$ cat src/rtl/xdma_pkg.sv
// xdma_pkg -- shared types and constants for the XDMA burst scheduler.
//   burst_desc_t : AXI AW fields {id, addr, len, size, burst, cache} plus
//                  W-side fields {num_beats, is_single, is_write_data}.
//                  addr/id fields are sized for the widest supported config;
//                  narrower configs zero-extend into them.
//   PageBytes    : AXI 4 KiB boundary size.
//   beat_size()  : AXI AxSIZE encoding for a given data width.
package xdma_pkg;

  localparam int unsigned PageBytes = 4096;
  localparam int unsigned DescAddrW = 64;
  localparam int unsigned DescIdW   = 8;
  localparam logic [1:0]  BurstIncr = 2'b01;

  typedef enum logic [1:0] {
    IDLE  = 2'd0,
    SPLIT = 2'd1,
    DRAIN = 2'd2
  } xdma_state_e;

  typedef struct packed {
    logic [DescIdW-1:0]   id;
    logic [DescAddrW-1:0] addr;
    logic [7:0]           len;
    logic [2:0]           size;
    logic [1:0]           burst;
    logic [3:0]           cache;
    logic [8:0]           num_beats;
    logic                 is_single;
    logic                 is_write_data;
  } burst_desc_t;

  function automatic logic [2:0] beat_size(input int unsigned data_width);
    return 3'($clog2(data_width / 8));
  endfunction

endpackage

$ cat src/rtl/xdma_burst_len_calc.sv
// xdma_burst_len_calc -- combinational burst-length selection.
//   addr_i  : current burst start address (beat aligned)
//   rem_i   : beats still to be issued
//   beats_o : b = min(rem, MaxBurstBeats[, beats left in the 4 KiB page])
// The page term is active only when XDMA_4K_BOUNDARY_EN is defined.
module xdma_burst_len_calc
  import xdma_pkg::*;
#(
  parameter int unsigned AddrWidth     = 48,
  parameter int unsigned DataWidth     = 512,
  parameter int unsigned MaxBurstBeats = 256,
  parameter int unsigned LenWidth      = 32
) (
  input  logic [AddrWidth-1:0] addr_i,
  input  logic [LenWidth-1:0]  rem_i,
  output logic [8:0]           beats_o
);

  localparam int unsigned ByteShift = $clog2(DataWidth / 8);
  localparam int unsigned PageShift = $clog2(PageBytes);
  localparam int unsigned PageBeats = PageBytes / (DataWidth / 8);

`ifdef XDMA_4K_BOUNDARY_EN
  localparam logic UsePage = 1'b1;
`else
  localparam logic UsePage = 1'b0;
`endif

  logic [9:0] to_page;
  logic [9:0] lim;
  logic       unused_addr;

  // Beats from addr up to (not past) the next page boundary: 1..PageBeats.
  assign to_page     = 10'(PageBeats) - 10'(addr_i[PageShift-1:ByteShift]);
  assign unused_addr = ^{addr_i[AddrWidth-1:PageShift], addr_i[ByteShift-1:0]};

  always_comb begin
    lim = 10'(MaxBurstBeats);
    if (UsePage && (to_page < lim)) lim = to_page;
    if ({10'd0, rem_i} < {{LenWidth{1'b0}}, lim}) beats_o = rem_i[8:0];
    else                                          beats_o = lim[8:0];
  end

endmodule

$ cat src/rtl/xdma_burst_scheduler.sv
// xdma_burst_scheduler -- splits a beat-counted write transfer into AXI INCR
// bursts and tracks W beats until the whole transfer has drained.
// Ports:
//   clk_i, rst_ni                : clock, async active-low reset
//   req_valid_i/req_ready_o      : transfer request handshake
//   req_addr_i/beats_i/id_i      : start address (beat aligned), beats, AXI id
//   burst_valid_o/burst_ready_i  : burst descriptor handshake
//   burst_o                      : burst descriptor (zero when not offering)
//   w_beat_i                     : one W handshake completed
//   busy_o                       : transfer in progress
//   done_o                       : one-cycle completion pulse
// Config: define XDMA_4K_BOUNDARY_EN to keep bursts inside 4 KiB pages.
module xdma_burst_scheduler
  import xdma_pkg::*;
#(
  parameter int unsigned AddrWidth     = 48,
  parameter int unsigned DataWidth     = 512,
  parameter int unsigned MaxBurstBeats = 256,
  parameter int unsigned LenWidth      = 32,
  parameter int unsigned IdWidth       = 4
) (
  input  logic                 clk_i,
  input  logic                 rst_ni,
  input  logic                 req_valid_i,
  output logic                 req_ready_o,
  input  logic [AddrWidth-1:0] req_addr_i,
  input  logic [LenWidth-1:0]  req_beats_i,
  input  logic [IdWidth-1:0]   req_id_i,
  output logic                 burst_valid_o,
  input  logic                 burst_ready_i,
  output burst_desc_t          burst_o,
  input  logic                 w_beat_i,
  output logic                 busy_o,
  output logic                 done_o
);

  localparam int unsigned ByteShift = $clog2(DataWidth / 8);

  xdma_state_e          state_q;
  logic [AddrWidth-1:0] addr_q;
  logic [LenWidth-1:0]  rem_q;
  logic [LenWidth-1:0]  total_q;
  logic [LenWidth-1:0]  cnt_q;
  logic [IdWidth-1:0]   id_q;
  logic [8:0]           b;
  logic                 last_beat;

  xdma_burst_len_calc #(
    .AddrWidth    (AddrWidth),
    .DataWidth    (DataWidth),
    .MaxBurstBeats(MaxBurstBeats),
    .LenWidth     (LenWidth)
  ) u_len_calc (
    .addr_i (addr_q),
    .rem_i  (rem_q),
    .beats_o(b)
  );

  assign req_ready_o   = (state_q == IDLE);
  assign busy_o        = (state_q != IDLE);
  assign burst_valid_o = (state_q == SPLIT);
  // A beat landing in the completion cycle counts toward the total.
  assign last_beat     = ((cnt_q + LenWidth'(w_beat_i)) == total_q);
  assign done_o        = (state_q == DRAIN) && last_beat;

  // Descriptor is a pure function of registered state, so it cannot move
  // while a stalled burst is being offered.
  always_comb begin
    burst_o = '0;
    if (state_q == SPLIT) begin
      burst_o.id            = DescIdW'(id_q);
      burst_o.addr          = DescAddrW'(addr_q);
      burst_o.len           = 8'(b - 9'd1);
      burst_o.size          = beat_size(DataWidth);
      burst_o.burst         = BurstIncr;
      burst_o.cache         = 4'd0;
      burst_o.num_beats     = b;
      burst_o.is_single     = (b == 9'd1);
      burst_o.is_write_data = 1'b1;
    end
  end

  always_ff @(posedge clk_i or negedge rst_ni) begin
    if (!rst_ni) begin
      state_q <= IDLE;
      addr_q  <= '0;
      rem_q   <= '0;
      total_q <= '0;
      cnt_q   <= '0;
      id_q    <= '0;
    end else begin
      case (state_q)
        IDLE: begin
          if (req_valid_i) begin
            addr_q  <= req_addr_i;
            rem_q   <= req_beats_i;
            total_q <= req_beats_i;
            id_q    <= req_id_i;
            cnt_q   <= '0;
            state_q <= (req_beats_i != '0) ? SPLIT : DRAIN;
          end
        end
        SPLIT: begin
          if (w_beat_i) cnt_q <= cnt_q + 1'b1;
          if (burst_ready_i) begin
            // Modulo wrap at 2^AddrWidth is intentional.
            addr_q <= addr_q + (AddrWidth'(b) << ByteShift);
            rem_q  <= rem_q - LenWidth'(b);
            if (rem_q == LenWidth'(b)) state_q <= DRAIN;
          end
        end
        DRAIN: begin
          if (w_beat_i) cnt_q <= cnt_q + 1'b1;
          if (last_beat) state_q <= IDLE;
        end
        default: state_q <= IDLE;
      endcase
    end
  end

endmodule

$ cat config.mk
export PLATFORM = sky130hd
export DESIGN_NAME = xdma_burst_scheduler
export DESIGN_NICKNAME = d
export VERILOG_FILES = /design/src/rtl/xdma_pkg.sv /design/src/rtl/xdma_burst_len_calc.sv /design/src/rtl/xdma_burst_scheduler.sv
export SDC_FILE = /design/constraint.sdc
export NUM_CORES = 1
export LEC_CHECK = 0
export ABC_AREA = 1
export CORE_MARGIN = 2
export CORE_UTILIZATION = 40
export DETAILED_ROUTE_END_ITERATION = 12
export HOLD_SLACK_MARGIN = 0.15
export PLACE_DENSITY_LB_ADDON = 0.2
export SYNTH_ARGS = -nofsm -noshare
export SYNTH_HDL_FRONTEND = slang
export SYNTH_HIERARCHICAL = 1
export SYNTH_SLANG_ARGS = --single-unit
$ cat constraint.sdc
create_clock -name clk_i -period 6.49 [get_ports clk_i]
set_input_delay 1.298 -clock clk_i [delete_from_list [all_inputs] [get_ports clk_i]]
set_output_delay 1.298 -clock clk_i [all_outputs]
set_load 0.05 [all_outputs]
==> results of run 1 <==
cells by family after synthesis:
kind of cell	Yosys count
DFF	150
adders and majority gates	29
muxes	5
and+or+nand+nor	893
buffers and inverters	319
AOI/OAI and AO/OA	285
other	1
xor gates and xnor gates	64
layout by cell type, fill, tap and decap left out, types with 33 or more instances in the layout:
| cell | instances |
|---|---|
| o21ai_0 | 126 |
| nor3_1 | 33 |
| clkdlybuf4s50_1 | 165 |
| a21oi_1 | 102 |
| nor2_1 | 187 |
| xor2_1 | 39 |
| dfrtp_1 | 150 |
| nand2_1 | 497 |
| nand3_1 | 80 |
| inv_1 | 238 |
worst paths after layout:
kind / startpoint / to / slack [ns] / cells after the start
worst max-delay path: w_beat_i / done_o / 0.72 / 18
worst min-delay path: id_q[2]$_DFFE_PN0P_ / id_q[2]$_DFFE_PN0P_ / 0.49 / 2
worst max register to register: rem_q[11]$_DFFE_PN0P_ / addr_q[40]$_DFFE_PN0P_ / 2.38 / 20
worst min register to register: id_q[2]$_DFFE_PN0P_ / id_q[2]$_DFFE_PN0P_ / 0.49 / 2
max in group asynchronous: rst_ni / addr_q[17]$_DFFE_PN0P_ / 4.29 / 2
min in group asynchronous: rst_ni / cnt_q[4]$_DFFE_PN0P_ / 0.95 / 1
worst min-delay path, stage by stage (launching register included):
cell and delay, ns:
dfrtp_1 0.35, nand2_1 0.05, nand2_1 0.06
final cells by class:
class / instances / share of cell area
clock buffer: 17 / 0.0303
inverter: 242 / 0.0647
multi-input combinational: 1302 / 0.463
clock inverter: 15 / 0.0160
timing repair buffer: 178 / 0.125
sequential: 150 / 0.267
tap: 378 / 0.0337
flip-flops by register name, summed over array words and instances, names as in the netlist:
signal and flops:
rem_q 32, addr_q 48, id_q 4, cnt_q 32
state_q 2, total_q 32
routing by layer:
metal,track usage,share of wire
met1,0.346,0.45
met5,0,0.00037
met3,0.0331,0.051
met2,0.423,0.47
met4,0.0907,0.031
through the flow:
step	instances	setup slack (ns)	power [W]	hold WS (ns)	instance area, um^2
2_1_floorplan	1771	1.84	0.00422	0.449	11600
3_3_place_gp	2250	0.734	0.00521	0.468	13400
3_5_place_dp	2250	0.734	0.00525	0.479	13400
4_1_cts	2282	0.728	0.00641	0.496	14100
5_1_grt	2282	0.457	0.00690	0.518	14100
6_report	2282	0.721	0.00639	0.488	14100
power by group through the flow:
stage               logic, W  clock network, W  registers [W]
floorplan            0.00261                 0        0.00161
global route         0.00391           0.00119        0.00180
CTS                  0.00351           0.00116        0.00174
finish               0.00350           0.00114        0.00174
detailed placement   0.00350                 0        0.00175
global placement     0.00346                 0        0.00175
==> impl_metrics.csv, run 1 <==
group,metric,value,unit
power_and_ir_drop,peakVddDrop,0.290,mV
grt,grt_max_degree,103,
min_path,hold_class,"flip-flop to flip-flop",
cts,cts_hold_buf,0,
power_and_ir_drop,seq_power_share,0.273,
sta,worstMarginPinSlew,1.12,ns
die,start_util,0.409,
cts,clockBufferDepth,2,
critical_path,crit_top_cell,"nand2_1",
place,port_buffers,166,
grt,grt.total_usage,0.257,
finish,area_growth_syn_to_layout,22.6,%
critical_path,worstPathCellList,"clkdlybuf4s50_1, ha_1, ha_1, inv_1, nor2_8, nand2_4, nor2_4, nand2_1, nand2_1, nand2_1, nand2_1, nand2_1, nor2_1, nand2_1, nor2_1, nand3_1, nor2_1, clkdlybuf4s50_1",
sta,rsz0062_at_grt,"no",
cts,clk_latency,0.44,ns
synth,synth_simple_gate_area_frac,0.332,
route,drt-vias-per-instance,5.13,
synth,synth_compound_area_frac,0.136,
power_and_ir_drop,leakagePower,6.78,nW
critical_path,critical-path-top-delay-family,"buffers and inverters",
critical_path,max_stage_delay,0.82,ns
synth,yosysUniqueCellTypes,50,
synth,postSynth.asyncResetShare,1.00,
critical_path,crit_fanout,5,
critical_path,cp-start-kind,"input port",
die,dieArea,0.0300,mm^2
synth,ys_ff_latch,150,
route,final_antenna_net_count,0,
synth,synthTopCellsByArea,"dfrtp_1, nand2_1, inv_1",
finish,multi_input_area,0.00651,mm^2
critical_path,worst-setup-path-type,"input port to output port",
route,wl,38300,um
cts,cts_sinks,150,
grt,grt_pass1_vias,11300,
synth,ys_warn_count,6,
job,drv_cap,0,
finish,nNetsFinal,2009,
route,firstDrtPassIters,7,
critical_path,required,5.19,ns
route,post_drt_wl_per_cell,16.8,um
synth,yosys_most_used_dff,"dfrtp_1",
finish,antenna_cells,0,
sta,slew_violations,0,
synth,synth_top_area_cell,"dfrtp_1",
synth,synth_xor_area_frac,0.0525,
power_and_ir_drop,internal-power,0.00315,W
sta,fin_crit_sh,0.889,
synth,syn-cell-area,0.0115,mm^2
cts,cts_tree,"built",
synth,synth_fa_ha_area_frac,0.0330,
sta,period_minus_slack,5.77,ns
synth,netlist_top_cells_count,"nand2_1, inv_1, nor2_1",
finish,final_core_util,0.502,
die,ios,193,
power_and_ir_drop,power_switching,0.00324,W
cts,clk_pin_slew,0.07,ns
critical_path,worst-path-buf-inv,3,
route,drc,0,
sta,skew,0.0150,ns
grt,grt_overflow,0,
outcome,status,"finished clean",
cts,cts_made_buffers,17,
power_and_ir_drop,p_per_area,454,mW/mm^2
power_and_ir_drop,pwr-share-comb,0.548,
cts,cts-root-buf,"clkbuf_16",
die,rows,61,
synth,syn_inst,1746,
place,globalplace.congestion,0.922,
critical_path,end_kind,"output port",
sta,relSlewSlack,0.245,
route,drt-initial-drc-count,765,
route,vias,11700,
die,dieWidth,173,um
sta,fin_setup_tns,0,ns
finish,layout-drive-gt1-share,0.0467,
grt,antenna_found_initial,1,
finish,nFillCells,2857,
synth,seq_area_frac_synth,0.327,
critical_path,cp_slowest_cell,"clkdlybuf4s50_1",
synth,synth.top_cell.area_share,0.327,
synth,synth-edff-count,0,
sta,setup_violations,0,
cts,cts-resized-gates,0,
die,design.core.area,0.0280,mm^2
sta,fmax,173,MHz
synth,syn_avg_cell_area,6.57,um^2
grt,grt_first_pass_wirelength,61300,um
sta,hold_viol_final,0,
power_and_ir_drop,switching_share,0.507,
power_and_ir_drop,clkPwrFrac,0.179,
cts,cts_setup_buffers,0,
cts,h-tree-depth,4,
synth,post-synth-top-count-cell,"nand2_1",
finish,regArea,0.00375,mm^2
die,dieHeight,173,um
synth,muxShareOfSynthArea,0.00437,
critical_path,arrival,4.47,ns
synth,synth_top_family_by_area,"simple AND/OR/NAND/NOR gates",
place,place.detailed.hpwl,29200,um
Note: power is estimated with default switching activity, not from simulation.
==> inputs of run 2 (changes only) <==
--- a/config.mk
+++ b/config.mk
@@ -9,8 +9,9 @@
 export CORE_MARGIN = 2
 export CORE_UTILIZATION = 40
 export DETAILED_ROUTE_END_ITERATION = 12
+export GPL_TIMING_DRIVEN = 1
 export HOLD_SLACK_MARGIN = 0.15
-export PLACE_DENSITY_LB_ADDON = 0.2
+export PLACE_DENSITY = 0.71
 export SYNTH_ARGS = -nofsm -noshare
 export SYNTH_HDL_FRONTEND = slang
 export SYNTH_HIERARCHICAL = 1
==> run 2 against run 1 <==
Against the previous run: non-clock buffer count fell by 2; clock power decreased by 9%; power shrank 1.5%; highest routed layer is now met4; combinational power about the same; register-to-register slack got worse by 0.05 ns; critical path depth did not move; wire length shrank 0.93%; sequential share of layout area is 0.14 points higher; worst setup slack got worse by 0.054 ns; worst hold slack lost 0.0053 ns.
==> impl_metrics.csv, run 2 (same netlist as run 1, synthesis figures left out) <==
group,metric,value,unit
outcome,status,"finished clean",
grt,antenna_found_initial,0,
critical_path,worst-setup-path-type,"input port to output port",
sta,hold_viol_final,0,
finish,largest_reg_flops,48,
sta,period_minus_slack,5.82,ns
min_path,hold_path_depth,2,
cts,clockBufferDepth,2,
place,place.detailed.hpwl,28900,um
finish,layout_common_cells,"nand2_1, inv_1, nor2_1",
die,dieArea,0.0300,mm^2
critical_path,crit_fanout,5,
grt,grt.total_usage,0.254,
route,drt-vias-per-instance,5.20,
die,dieWidth,173,um
finish,nNetsFinal,2007,
cts,cts-resized-gates,0,
place,port_buffers,166,
cts,clk_latency,0.44,ns
min_path,hold_class,"flip-flop to flip-flop",
cts,cts_hold_buf,0,
sta,fin_crit_sh,0.897,
cts,h-tree-depth,4,
finish,final_core_util,0.499,
cts,cts_tree,"built",
critical_path,arrival,4.52,ns
sta,slew_violations,0,
sta,relSlewSlack,0.279,
grt,grt_first_pass_wirelength,60900,um
critical_path,r2r_cells,20,
route,drt-initial-drc-count,755,
finish,top_register,"addr_q",
route,vias,11800,
sta,fmax,172,MHz
cts,clk_pin_slew,0.07,ns
sta,setup_violations,0,
die,rows,61,
cts,cts_sinks,150,
sta,rsz0062_at_grt,"no",
power_and_ir_drop,p_total,0.00629,W
place,globalplace.congestion,0.946,
sta,skew,0.0149,ns
route,firstDrtPassIters,5,
finish,layout-drive-gt1-share,0.0452,
sta,fin_setup_tns,0,ns
cts,cts-root-buf,"clkbuf_16",
job,drv_cap,0,
route,final_antenna_net_count,0,
critical_path,cp-start-kind,"input port",
sta,worstMarginPinSlew,1.07,ns
route,post_drt_wl_per_cell,16.6,um
die,ios,193,
critical_path,required,5.19,ns
finish,antenna_cells,0,
finish,area_growth_syn_to_layout,22.0,%
die,design.core.area,0.0280,mm^2
power_and_ir_drop,leakagePower,6.74,nW
grt,grt_pass1_vias,11400,
finish,final_common_cell,"nand2_1",
power_and_ir_drop,peakVddDrop,0.287,mV
cts,cts_made_buffers,17,
die,dieHeight,173,um
critical_path,end_kind,"output port",
grt,grt_max_degree,95,
cts,cts_setup_buffers,0,
die,start_util,0.409,
route,drc,0,
power_and_ir_drop,p_per_area,450,mW/mm^2
grt,grt_overflow,0,
route,wl,37900,um
run 2: cell count changes in the layout (fill, tap and decap cells not counted):
cell	change
clkinv_2	+1
clkbuf_1	+1
inv_6	-3
clkinvlp_4	+2
inv_8	-1
clkinv_4	+2
bufinv_16	-2
buf_4	-2
run 2: area by class of cell:
| type | count | area, um^2 |
|---|---|---|
| clock buffers | 18 | 429 |
| clock inverters | 14 | 165 |
| fillers | 2869 | 14000 |
| inverters | 242 | 910 |
| multi-input cells | 1302 | 6510 |
| flip-flops and latches | 150 | 3750 |
| well taps | 378 | 473 |
| repair buffers | 176 | 1740 |
run 2: worst paths after layout:
| path | startpoint | endpoint | slack, ns |
|---|---|---|---|
| setup / recovery | w_beat_i | done_o | 0.67 |
| hold reg to reg | id_q[2]$_DFFE_PN0P_ | id_q[2]$_DFFE_PN0P_ | 0.48 |
| hold / removal | id_q[2]$_DFFE_PN0P_ | id_q[2]$_DFFE_PN0P_ | 0.48 |
| max in group asynchronous | rst_ni | total_q[26]$_DFFE_PN0P_ | 4.33 |
| min in group asynchronous | rst_ni | cnt_q[19]$_DFFE_PN0P_ | 0.91 |
| setup reg to reg | rem_q[12]$_DFFE_PN0P_ | addr_q[40]$_DFFE_PN0P_ | 2.33 |
run 2: power by group:
group / leakage (nW) / switching [W] / total [W] / internal [W]
registers: 1.88 / 0.000433 / 0.00175 / 0.00132
clock network: 0.283 / 0.000458 / 0.00104 / 0.000579
logic: 4.57 / 0.00233 / 0.00350 / 0.00116
total: 6.74 / 0.00323 / 0.00629 / 0.00306
run 2: worst max-delay path: stages:
cell and delay (ns):
clkdlybuf4s50_1 0.50, ha_1 0.22, ha_1 0.22, inv_1 0.11, nor2_8 0.19, nand2_4 0.10
nor2_4 0.18, nand2_1 0.07, nand2_1 0.09, nand2_1 0.06, nand2_1 0.06, nand2_1 0.05
nor2_1 0.09, nand2_1 0.06, nor2_1 0.12, nand3_1 0.14, nor2_1 0.14, clkdlybuf4s50_1 0.82
run 2: through the flow:
| step | area, um^2 | hold slack, ns | std cells | setup WS (ns) |
|---|---|---|---|---|
| floorplan | 11600 | 0.449 | 1771 | 1.84 |
| global placement | 13400 | 0.464 | 2248 | 0.665 |
| detailed placement | 13400 | 0.469 | 2248 | 0.674 |
| CTS | 14000 | 0.486 | 2280 | 0.654 |
| global route | 14000 | 0.517 | 2280 | 0.380 |
| finish | 14000 | 0.483 | 2280 | 0.667 |
run 2: layer usage:
| layer | global-route usage | vias up | wire [um] |
|---|---|---|---|
| li1 | - | 5838 | - |
| met1 | 0.333 | 5532 | 16900 |
| met2 | 0.427 | 414 | 17900 |
| met3 | 0.0300 | 61 | 1870 |
| met4 | 0.0999 | 0 | 1260 |
| met5 | 0 | - | 0 |
==> inputs of run 3 (changes only) <==
--- a/config.mk
+++ b/config.mk
@@ -7,11 +7,11 @@
 export LEC_CHECK = 0
 export ABC_AREA = 1
 export CORE_MARGIN = 2
-export CORE_UTILIZATION = 40
+export CORE_UTILIZATION = 59
 export DETAILED_ROUTE_END_ITERATION = 12
 export GPL_TIMING_DRIVEN = 1
 export HOLD_SLACK_MARGIN = 0.15
-export PLACE_DENSITY = 0.71
+export PLACE_DENSITY = 0.95
 export SYNTH_ARGS = -nofsm -noshare
 export SYNTH_HDL_FRONTEND = slang
 export SYNTH_HIERARCHICAL = 1
==> run 3 against run 2 <==
Against the previous run: sequential power hardly changed; clock skew is 0.0054 ns lower; combinational power hardly changed; register-to-register slack worse by 0.18 ns; sequential cell count stayed put; worst hold slack better by 0.0032 ns; critical path type unchanged; highest routed layer unchanged.
==> impl_metrics.csv, run 3 (same netlist as run 1, synthesis figures left out) <==
group,metric,value,unit
min_path,holdPathEnd,"id_q[0]$_DFFE_PN0P_",
grt,grt_overflow,0,
route,drt-initial-drc-count,1276,
finish,final_common_cell,"nand2_1",
grt,grt_pass1_vias,11600,
sta,skew,0.00951,ns
finish,area_growth_syn_to_layout,20.2,%
die,dieArea,0.0206,mm^2
cts,cts_hold_buf,0,
critical_path,worstReg2RegEnd,"addr_q[10]$_DFFE_PN0P_",
die,ios,193,
critical_path,required,5.19,ns
finish,nFillCells,1576,
sta,slew_violations,0,
die,dieHeight,143,um
critical_path,r2r_setup_slack,2.15,ns
sta,hold_viol_final,0,
die,rows,50,
critical_path,r2r_cells,10,
place,globalplace.congestion,1.02,
cts,clk_latency,0.44,ns
job,drv_cap,0,
power_and_ir_drop,p_per_area,454,mW/mm^2
sta,period_minus_slack,5.77,ns
critical_path,arrival,4.47,ns
critical_path,cp-start-kind,"input port",
finish,nNetsFinal,2004,
grt,antenna_found_initial,0,
grt,grt_first_pass_wirelength,59400,um
route,post_drt_wl_per_cell,17.3,um
min_path,hold_path_depth,2,
cts,cts_sinks,150,
cts,cts_setup_buffers,0,
power_and_ir_drop,p_total,0.00625,W
min_path,hold_class,"flip-flop to flip-flop",
die,start_util,0.607,
min_path,worstHoldStart,"id_q[0]$_DFFE_PN0P_",
finish,layout-drive-gt1-share,0.0442,
sta,worst_slack,0.724,ns
place,pre_cts_ws,0.715,ns
critical_path,r2r_start,"state_q[1]$_DFFE_PN0P_",
route,firstDrtPassIters,8,
route,drc,0,
sta,fin_crit_sh,0.888,
cts,cts-root-buf,"clkbuf_16",
sta,fin_setup_tns,0,ns
cts,cts_tree,"built",
die,design.core.area,0.0189,mm^2
finish,layout_common_cells,"nand2_1, inv_1, nor2_1",
die,dieWidth,143,um
finish,antenna_cells,0,
power_and_ir_drop,peakVddDrop,0.385,mV
finish,largest_reg_flops,48,
sta,rsz0062_at_grt,"no",
sta,hold_slack,0.486,ns
critical_path,worst-setup-path-type,"input port to output port",
cts,cts_made_buffers,17,
cts,clk_pin_slew,0.07,ns
finish,top_register,"addr_q",
critical_path,crit_fanout,5,
cts,h-tree-depth,4,
grt,grt.total_usage,0.367,
route,drt-vias-per-instance,5.65,
route,vias,12200,
cts,clockBufferDepth,2,
power_and_ir_drop,leakagePower,6.71,nW
sta,fmax,173,MHz
cts,cts-resized-gates,0,
place,place.detailed.hpwl,28300,um
sta,setup_violations,0,
route,wl,37200,um
grt,grt_max_degree,91,
sta,worstMarginPinSlew,0.918,ns
sta,relSlewSlack,0.383,
outcome,status,"finished clean",
route,final_antenna_net_count,0,
place,port_buffers,166,
critical_path,end_kind,"output port",
run 3: cell types whose count changed in the layout (fill, tap and decap cells not counted):
cell / change
buf_4: -3
bufinv_16: -1
clkbuf_1: -1
clkinv_2: +1
clkinvlp_4: +1
inv_6: +2
inv_8: -2
run 3: worst max-delay path by stage:
stage             start      to
6_report       w_beat_i  done_o
5_1_grt        w_beat_i  done_o
4_1_cts        w_beat_i  done_o
3_5_place_dp   w_beat_i  done_o
3_3_place_gp   w_beat_i  done_o
2_1_floorplan  w_beat_i  done_o
run 3: metrics by stage:
stage / instances / utilization / area, um^2
floorplan: 1771 / - / 11600
global placement: 2127 / 0.700 / 13200
detailed placement: 2127 / 0.700 / 13200
CTS: 2159 / 0.730 / 13800
global route: 2159 / 0.730 / 13800
finish: 2159 / 0.730 / 13800
run 3: area by class of cell:
type | instances | area, um^2 | share of cell area
multi-input combinational | 1302 | 6510 | 0.472
sequential | 150 | 3750 | 0.272
timing repair buffer | 173 | 1720 | 0.124
inverter | 242 | 910 | 0.0660
clock buffer | 17 | 425 | 0.0309
tap | 260 | 325 | 0.0236
clock inverter | 15 | 143 | 0.0103
run 3: report_power, final:
part,switching [W],internal (W)
sequential,0.000429,0.00132
combinational,0.00236,0.00116
clock,0.000455,0.000536
run 3: metal layers:
layer | vias up | track usage | share of wire
li1 | 5836 | - | -
met1 | 5647 | 0.473 | 0.41
met2 | 628 | 0.623 | 0.48
met3 | 97 | 0.0590 | 0.072
met4 | 0 | 0.135 | 0.035
met5 | - | 0 | 0
run 3: critical path: stages:
cell,delay (ns)
clkdlybuf4s50_1,0.49
ha_1,0.22
ha_1,0.21
inv_1,0.11
nor2_8,0.19
nand2_4,0.09
nor2_4,0.20
nand3_1,0.09
nand3_1,0.09
nand2_1,0.06
nor2_1,0.15
nand2_1,0.07
nor2_1,0.11
nand3_1,0.14
nor2_1,0.12
clkdlybuf4s50_1,0.82
